File: src/rtl/apb_arb_pkg.sv
// apb_arb_pkg: shared types and default sizing for the APB request arbiter.
package apb_arb_pkg;
  localparam int DEF_NUM_REQ = 2;
  localparam int DEF_ADDR_W  = 10;
  localparam int DEF_DATA_W  = 32;
  localparam int DEF_TIMEOUT = 16;
  typedef enum logic [1:0] {IDLE, SETUP, ACCESS, RESP} apb_arb_state_e;
  typedef struct packed {
    logic                  write;
    logic [DEF_ADDR_W-1:0] addr;
    logic [DEF_DATA_W-1:0] wdata;
  } apb_cmd_t;
endpackage

File: src/rtl/rr_arbiter.sv
// rr_arbiter: round-robin one-hot grant; priority moves past the winner on advance.
module rr_arbiter #(
  parameter int NUM_REQ = 2
) (
  input  logic               clk,
  input  logic               reset,
  input  logic [NUM_REQ-1:0] req,
  input  logic               advance,
  output logic [NUM_REQ-1:0] grant
);
  localparam int PW = $clog2(NUM_REQ);
  logic [PW-1:0] ptr, ptr_nx, idx;
  // Scan from lowest priority to highest so the highest-priority hit is written last.
  always_comb begin
    grant  = '0;
    ptr_nx = ptr;
    idx    = '0;
    for (int i = NUM_REQ - 1; i >= 0; i--) begin
      idx = PW'((int'(ptr) + i) % NUM_REQ);
      if (req[idx]) begin
        grant  = NUM_REQ'(1) << idx;
        ptr_nx = PW'((int'(ptr) + i + 1) % NUM_REQ);
      end
    end
  end
  always_ff @(posedge clk or negedge reset)
    if (!reset) ptr <= '0;
    else if (advance) ptr <= ptr_nx;
endmodule

File: src/rtl/apb_req_arbiter.sv
// apb_req_arbiter: shares one APB master port between NUM_REQ requesters with timeout abort.
module apb_req_arbiter import apb_arb_pkg::*; #(
  parameter int NUM_REQ = DEF_NUM_REQ,
  parameter int ADDR_W  = DEF_ADDR_W,
  parameter int DATA_W  = DEF_DATA_W,
  parameter int TIMEOUT = DEF_TIMEOUT
) (
  input  logic                      clk,
  input  logic                      reset,
  input  logic [NUM_REQ-1:0]        req_valid_i,
  input  logic [NUM_REQ-1:0]        req_write_i,
  input  logic [NUM_REQ*ADDR_W-1:0] req_addr_i,
  input  logic [NUM_REQ*DATA_W-1:0] req_wdata_i,
  output logic [NUM_REQ-1:0]        req_ready_o,
  output logic [NUM_REQ-1:0]        rsp_valid_o,
  output logic                      rsp_err_o,
  output logic [DATA_W-1:0]         rsp_rdata_o,
  output logic                      psel_o,
  output logic                      penable_o,
  output logic                      pwrite_o,
  output logic [ADDR_W-1:0]         paddr_o,
  output logic [DATA_W-1:0]         pwdata_o,
  input  logic [DATA_W-1:0]         prdata_i,
  input  logic                      pready_i
);
  localparam int CW = $clog2(TIMEOUT);
  apb_arb_state_e state, state_nx;
  apb_cmd_t cmd;
  logic [NUM_REQ-1:0] grant, win;
  logic [CW-1:0] cnt;
  logic [DATA_W-1:0] rdata, sel_wdata;
  logic [ADDR_W-1:0] sel_addr;
  logic sel_write, err, take, act, expired;
  assign take    = state == IDLE && |req_valid_i;
  assign act     = state == SETUP || state == ACCESS;
  assign expired = cnt == CW'(TIMEOUT - 1);
  rr_arbiter #(.NUM_REQ(NUM_REQ)) u_rr (
    .clk(clk), .reset(reset), .req(req_valid_i), .advance(take), .grant(grant)
  );
  always_comb begin
    sel_write = 1'b0;
    sel_addr  = '0;
    sel_wdata = '0;
    for (int i = 0; i < NUM_REQ; i++)
      if (grant[i]) begin
        sel_write = req_write_i[i];
        sel_addr  = req_addr_i[i*ADDR_W +: ADDR_W];
        sel_wdata = req_wdata_i[i*DATA_W +: DATA_W];
      end
  end
  always_comb begin
    state_nx = state;
    case (state)
      IDLE:    state_nx = take ? SETUP : IDLE;
      SETUP:   state_nx = ACCESS;
      ACCESS:  state_nx = (pready_i || expired) ? RESP : ACCESS;
      default: state_nx = IDLE;
    endcase
  end
  always_ff @(posedge clk or negedge reset)
    if (!reset) begin
      state <= IDLE;
      cmd   <= '0;
      win   <= '0;
      cnt   <= '0;
      rdata <= '0;
      err   <= 1'b0;
    end else begin
      state <= state_nx;
      if (take) begin
        cmd <= '{write: sel_write, addr: DEF_ADDR_W'(sel_addr), wdata: DEF_DATA_W'(sel_wdata)};
        win <= grant;
      end
      cnt   <= state == ACCESS ? cnt + 1'b1 : '0;
      rdata <= (state == ACCESS && pready_i && !cmd.write) ? prdata_i : '0;
      err   <= state == ACCESS && !pready_i && expired;
    end
  // Grant is gated by reset so every output reads 0 while reset is held.
  assign req_ready_o = (state == IDLE && reset) ? grant : '0;
  assign rsp_valid_o = state == RESP ? win : '0;
  assign rsp_err_o   = err;
  assign rsp_rdata_o = rdata;
  assign psel_o      = act;
  assign penable_o   = state == ACCESS;
  assign pwrite_o    = act && cmd.write;
  assign paddr_o     = act ? ADDR_W'(cmd.addr) : '0;
  assign pwdata_o    = act ? DATA_W'(cmd.wdata) : '0;
endmodule

File: config.mk
export PLATFORM = sky130hd
export DESIGN_NAME = apb_req_arbiter
export DESIGN_NICKNAME = d
export VERILOG_FILES = /design/src/rtl/apb_arb_pkg.sv /design/src/rtl/rr_arbiter.sv /design/src/rtl/apb_req_arbiter.sv
export SDC_FILE = /design/constraint.sdc
export NUM_CORES = 1
export LEC_CHECK = 0
export ABC_CLOCK_PERIOD_IN_PS = 4700
export BUFFER_PORTS_ARGS = -buffer_cell sky130_fd_sc_hd__buf_4
export CAP_MARGIN = 0
export CORE_MARGIN = 4
export CORE_UTILIZATION = 48
export DETAILED_ROUTE_END_ITERATION = 10
export PLACE_DENSITY = 0.86
export SLEW_MARGIN = 25
export SYNTH_ARGS = -nofsm -noshare
export SYNTH_HDL_FRONTEND = slang
export SYNTH_SLANG_ARGS = --single-unit
File: constraint.sdc
create_clock -name clk -period 4.7 [get_ports clk]
set_clock_uncertainty 0.1 [all_clocks]
set_input_delay 0.705 -clock clk [delete_from_list [all_inputs] [get_ports clk]]
set_output_delay 0.705 -clock clk [all_outputs]
set_load 0.05 [all_outputs]
==> flow_summary.toml, run 1 <==
[yosys]
syn_area_um2 = 3707
yosysSeqAreaShare_pct = 57.37
synthCells = 304
synth_top_cell_by_area = "dfrtp_1"
synth_area_leaders = "dfrtp_1, and2_1, a221o_1"
ys_types = 24
ys_warn_count = 0
synth_top_area_share_pct = 57.37
synth_seq_cells = 85
synth.avg_cell_area_um2 = 12.20
syn_nets = 431

[final_layout]
finalNonFillerCells = 603
nNetsFinal = 626
area_growth_pct = 48.09
drive_gt1_share_pct = 45.63
antenna_cells = 0
finalInstanceArea_um2 = 5490

[power]
p_sw_share_pct = 48.11
pwr-share-seq_pct = 27.0
power_density_nw_per_um2 = 748.5
p_clk_share_pct = 13.9
p_leak_uw = 0.003016
ir_worst_vdd_v = 0.0003991
p_comb_share_pct = 59.1
switching_power_uw = 1977
p_int_uw = 2132

[cts]
clkLatencyLatePin_ps = 340
clk_pin_slew_ps = 90
cts_setup_buffers = 0
ctsHoldBuffers = 0
cts_root_buf = "clkbuf_8"
ctsResizeCount = 0
cts_tree = "yes"
h-tree-depth = 3
cts_buffer_depth = 2
clkSinkCount = 85
numCtsBuffers = 9

[global_routing]
grt_max_degree = 54
grt_pass1_vias = 3263
antenna_found_initial = 0
grt_pass1_wl_um = 16260
grt-ovfl-total = 0
track_usage_pct = 23.22

[placed_design]
port_buffers = 204
dp_cells = 587
placed_cell_area_um2 = 5264
gp_congestion = 0.7584
place_hpwl_um = 7842
dp_slack_ps = 2072

[die]
die_area_um2 = 9194
fp.dieH_um = 95.89
io_pins = 205
start_util_pct = 50.31
core_area_um2 = 7370
rows = 31
die_w_um = 95.89

[timing]
worst_pin_slew_ps = 742.2
hold_viol = 0
slew_headroom_pct = 50.35
fin_crit_ps = 2814
timing.fmax_mhz = 355.4
setup_viol = 0
setup_tns_ps = 0
period_share_pct = 59.87
slew_viol_final = 0
rsz0062_at_grt = "false"
postLayoutSetupSlackWorst_ps = 1886

[routing]
vias_per_cell = 5.242
postRouteAntennaNets = 0
wl_per_cell_um = 17.82
first_iter_violations = 136
finalWirelength_um = 10750
remaining_drc_errors = 0
firstDrtPassIters = 4
vias = 3161

[worst_setup_path]
critPathCaptureType = "output port"
startpoint_type = "flip-flop"
path_max_fanout = 45
critPathRequiredTime_ps = 3890
critPathArrivalTime_ps = 2010
critical_path_class = "flip-flop to output port"

[worst_hold_path]
hold_class = "input port to asynchronous set/reset pin"

[flow_run]
cap_violations = 0

[run_status]
status = "completed"
[per-layer routing]
layer	share of wire, %	GRT usage [%]
met1	38	27.96
met2	49	39.03
met3	12	8.679
met4	1.4	6.635
met5	0	0
[per-stage QoR]
step	util (%)	hold WS, ps	total power [uW]
2_1_floorplan	-	309.4	2827
5_1_grt	74.50	203.5	4327
3_5_place_dp	71.43	357.1	3559
4_1_cts	74.50	201.7	4140
6_report	74.50	201.0	4109
3_3_place_gp	70.81	345.2	3479
[cells in the mapped netlist]
cell / number
and2_1: 82
and2_4: 1
nand2_2: 1
inv_1: 2
nor2_1: 2
dfrtp_1: 85
a21oi_1: 2
nand2_1: 1
a221o_1: 43
xnor2_1: 1
o21ai_0: 1
xor2_1: 1
o21ai_2: 1
buf_2: 4
nand3_1: 1
ha_1: 4
a21o_1: 1
a22o_1: 1
and3_1: 46
buf_6: 10
and3b_1: 1
clkbuf_1: 11
nor2b_1: 1
nand2b_4: 1
[logic make-up after synthesis]
group / share of synthesized area [%]
XOR/XNOR: 0.4726
AND/OR/NAND/NOR: 23.22
AO/OA/AOI/OAI: 12.69
adder cells (fa/ha/maj): 1.350
flip-flops: 57.37
buffers and inverters: 4.894
[final cells by class]
type,instances,area (um^2)
fillers,511,1879
multi-input cells,192,1409
well taps,99,123.9
inverters,2,7.507
clock inverters,7,102.6
flip-flops and latches,85,2127
clock buffers,9,123.9
repair buffers,209,1597
[critical path: stages (launching register included)]
cell and delay, ps:
dfrtp_1 390, inv_1 60, ha_2 770, and2_1 260
buf_4 210
[sequential cells by signal, indices dropped and copies added, names as in the netlist]
signal	cells
state	2
rsp_err_o	1
rsp_rdata_o	32
win	2
cnt	4
cmd	43
u_rr.ptr	1
[path summary, 6_finish.rpt]
check	from	endpoint	depth (start not counted)	slack, ps
hold reg to reg	cnt[0]	cnt[0]	1	370
hold / removal	reset	u_rr.ptr	1	200
max in group asynchronous	reset	cmd[35]	2	3290
min in group clk	cnt[0]	cnt[0]	1	370
setup / recovery	state[1]	paddr_o[6]	4	1890
setup reg to reg	state[1]	cmd[26]	6	2910
[cell usage in the layout (no fill, tap or decap)]
cell type,n
buf_4,207
and2_1,82
nand2_2,1
a22o_1,1
xnor2_1,1
buf_16,1
inv_6,3
nor2_1,2
nand2b_4,1
clkinv_4,1
xor2_1,1
and3_1,46
buf_8,1
and3b_1,1
ha_2,1
a21oi_1,2
a21o_1,1
inv_1,2
a221o_1,43
nor2b_1,1
nand3_1,1
ha_1,3
clkbuf_8,9
dfrtp_1,85
o21ai_4,1
clkinvlp_4,1
and2_4,1
nand2_1,1
o21ai_0,1
bufinv_16,2
[power by group through the flow]
| stage | clock [uW] | sequential [uW] | combinational (uW) |
|---|---|---|---|
| floorplan | 0 | 1220 | 1610 |
| global placement | 0 | 1110 | 2370 |
| detailed placement | 0 | 1120 | 2440 |
| CTS | 589 | 1110 | 2440 |
| global route | 622 | 1140 | 2570 |
| finish | 573 | 1110 | 2430 |
No activity file was read; power rests on OpenSTA's default activity.
==> inputs of run 2 (changes only) <==
--- a/config.mk
+++ b/config.mk
@@ -5,13 +5,13 @@
 export SDC_FILE = /design/constraint.sdc
 export NUM_CORES = 1
 export LEC_CHECK = 0
-export ABC_CLOCK_PERIOD_IN_PS = 4700
+export ABC_CLOCK_PERIOD_IN_PS = 2600
 export BUFFER_PORTS_ARGS = -buffer_cell sky130_fd_sc_hd__buf_4
 export CAP_MARGIN = 0
 export CORE_MARGIN = 4
-export CORE_UTILIZATION = 48
+export CORE_UTILIZATION = 44
 export DETAILED_ROUTE_END_ITERATION = 10
-export PLACE_DENSITY = 0.86
+export PLACE_DENSITY = 0.79
 export SLEW_MARGIN = 25
 export SYNTH_ARGS = -nofsm -noshare
 export SYNTH_HDL_FRONTEND = slang
==> constraint.sdc (replaced) <==
create_clock -name clk -period 2.6 [get_ports clk]
set_clock_uncertainty 0.1 [all_clocks]
set_input_delay 0.39 -clock clk [delete_from_list [all_inputs] [get_ports clk]]
set_output_delay 0.39 -clock clk [all_outputs]
set_load 0.05 [all_outputs]
==> flow_summary.toml, run 2 (synthesized netlist as in run 1, its figures left out) <==
[timing]
rsz0062_at_grt = "false"
fin_crit_ps = 2417
setup_tns_ps = 0
hold_viol = 0
worst_pin_slew_ps = 885.9
slew_headroom_pct = 40.94
slew_viol_final = 0
timing.fmax_mhz = 413.8
period_share_pct = 92.95
setup_viol = 0

[placed_design]
gp_congestion = 0.8020
placed_cell_area_um2 = 5294
port_buffers = 204
place_hpwl_um = 7809

[final_layout]
finalInstanceArea_um2 = 5500
antenna_cells = 0
final_common_cell = "buf_4"
largest_register_ff_count = 43
fin_util_pct = 66.94
top_register = "cmd"
area_growth_pct = 48.36
drive_gt1_share_pct = 45.06
nNetsFinal = 628
layout_common_cells = "buf_4, dfrtp_1, and2_1"

[global_routing]
grt_pass1_wl_um = 16620
track_usage_pct = 21.34
antenna_found_initial = 0
grt-ovfl-total = 0
grt_max_degree = 72
grt_pass1_vias = 3393

[routing]
firstDrtPassIters = 4
postRouteAntennaNets = 0
wl_per_cell_um = 17.13
vias_per_cell = 5.190
remaining_drc_errors = 0
first_iter_violations = 143
finalWirelength_um = 10470
vias = 3171

[cts]
cts_tree = "yes"
cts_root_buf = "clkbuf_8"
clkSinkCount = 85
cts_buffer_depth = 2
cts_setup_buffers = 0
numCtsBuffers = 9
clkLatencyLatePin_ps = 350
h-tree-depth = 3
clk_pin_slew_ps = 90

[worst_setup_path]
cp_slowest_cell = "and2_1"
critical_path_class = "flip-flop to output port"
critPathCaptureType = "output port"
crit_family = "simple AND/OR/NAND/NOR gates"
crit_buf_inv = 2
startpoint_type = "flip-flop"
path_max_fanout = 16
critPathArrivalTime_ps = 1930
critPathRequiredTime_ps = 2110
critPathMaxStageDelay_ps = 450
cp_cell_sequence = "inv_1, ha_2, and2_1, and3_1, buf_4"

[die]
core_area_um2 = 8217
io_pins = 205
fp.dieH_um = 99.79
die_w_um = 99.79
rows = 33
start_util_pct = 45.12
die_area_um2 = 9958

[power]
p_comb_share_pct = 60.4
power_density_nw_per_um2 = 1337
p_sw_share_pct = 47.96
switching_power_uw = 3527
p_int_uw = 3828
p_leak_uw = 0.003009
ir_worst_vdd_v = 0.0005976
p_clk_share_pct = 12.6
pwr-share-seq_pct = 27.0

[run_status]
status = "completed"

[worst_hold_path]
hold_class = "input port to flip-flop"

[flow_run]
cap_violations = 0
[run 2: cell types whose count changed in the layout (fill, tap and decap cells not counted)]
cell,previous run,this run
dlygate4sd3_1,0,1
clkinv_4,1,0
buf_12,0,2
buf_8,1,0
inv_6,3,0
clkinvlp_4,1,2
clkbuf_8,9,10
clkbuf_1,0,3
bufinv_16,2,1
[run 2: path summary, 6_finish.rpt]
path	slack (ps)	to	depth (start not counted)	start
setup / recovery	180	req_ready_o[0]	5	state[0]
hold / removal	140	rsp_rdata_o[13]	2	prdata_i[13]
setup reg to reg	730	cmd[21]	6	state[0]
hold reg to reg	360	cnt[0]	1	cnt[0]
max in group asynchronous	930	cmd[16]	3	reset
min in group asynchronous	330	rsp_rdata_o[0]	2	reset
[run 2: area by class of cell]
cell class              count  area (um^2)
fillers                   650         2716
flip-flops and latches     85         2127
repair buffers            211         1632
multi-input cells         192         1409
clock buffers              13        148.9
well taps                 105        131.4
clock inverters             3        45.04
inverters                   2        7.507
[run 2: stage by stage]
| stage | hold slack [ps] | setup slack (ps) | power [uW] | instances |
|---|---|---|---|---|
| after floorplan | -5.591 | 390.4 | 5111 | 304 |
| after global placement | 156.2 | 480.2 | 6373 | 593 |
| after detailed placement | 160.4 | 466.9 | 6484 | 594 |
| after CTS | 128.5 | 74.24 | 7420 | 611 |
| after global routing | 126.9 | 70.92 | 7760 | 611 |
| final | 143.0 | 183.3 | 7355 | 611 |
[run 2: what timing repair did]
| action | 4_1_cts | 5_1_grt |
|---|---|---|
| gates resized for setup | 0 | 1 |
| hold endpoints to repair | 14 | 0 |
| endpoints found under the setup margin | 0 | 7 |
| hold buffers | 1 | 0 |
[run 2: layer usage]
| metal | vias up | track usage (%) | part of all wire [%] |
|---|---|---|---|
| li1 | 1478 | - | - |
| met2 | 160 | 36.12 | 49 |
| met3 | 15 | 8.756 | 12 |
| met5 | - | 0 | 0 |
| met1 | 1518 | 24.30 | 37 |
| met4 | 0 | 7.668 | 1.9 |
[run 2: power groups by stage]
| stage | sequential (uW) | clock (uW) | combinational, uW |
|---|---|---|---|
| after floorplan | 2210 | 0 | 2900 |
| after global placement | 2000 | 0 | 4380 |
| after detailed placement | 2010 | 0 | 4470 |
| after CTS | 1990 | 949 | 4480 |
| after global routing | 2050 | 1010 | 4700 |
| final | 1990 | 926 | 4440 |
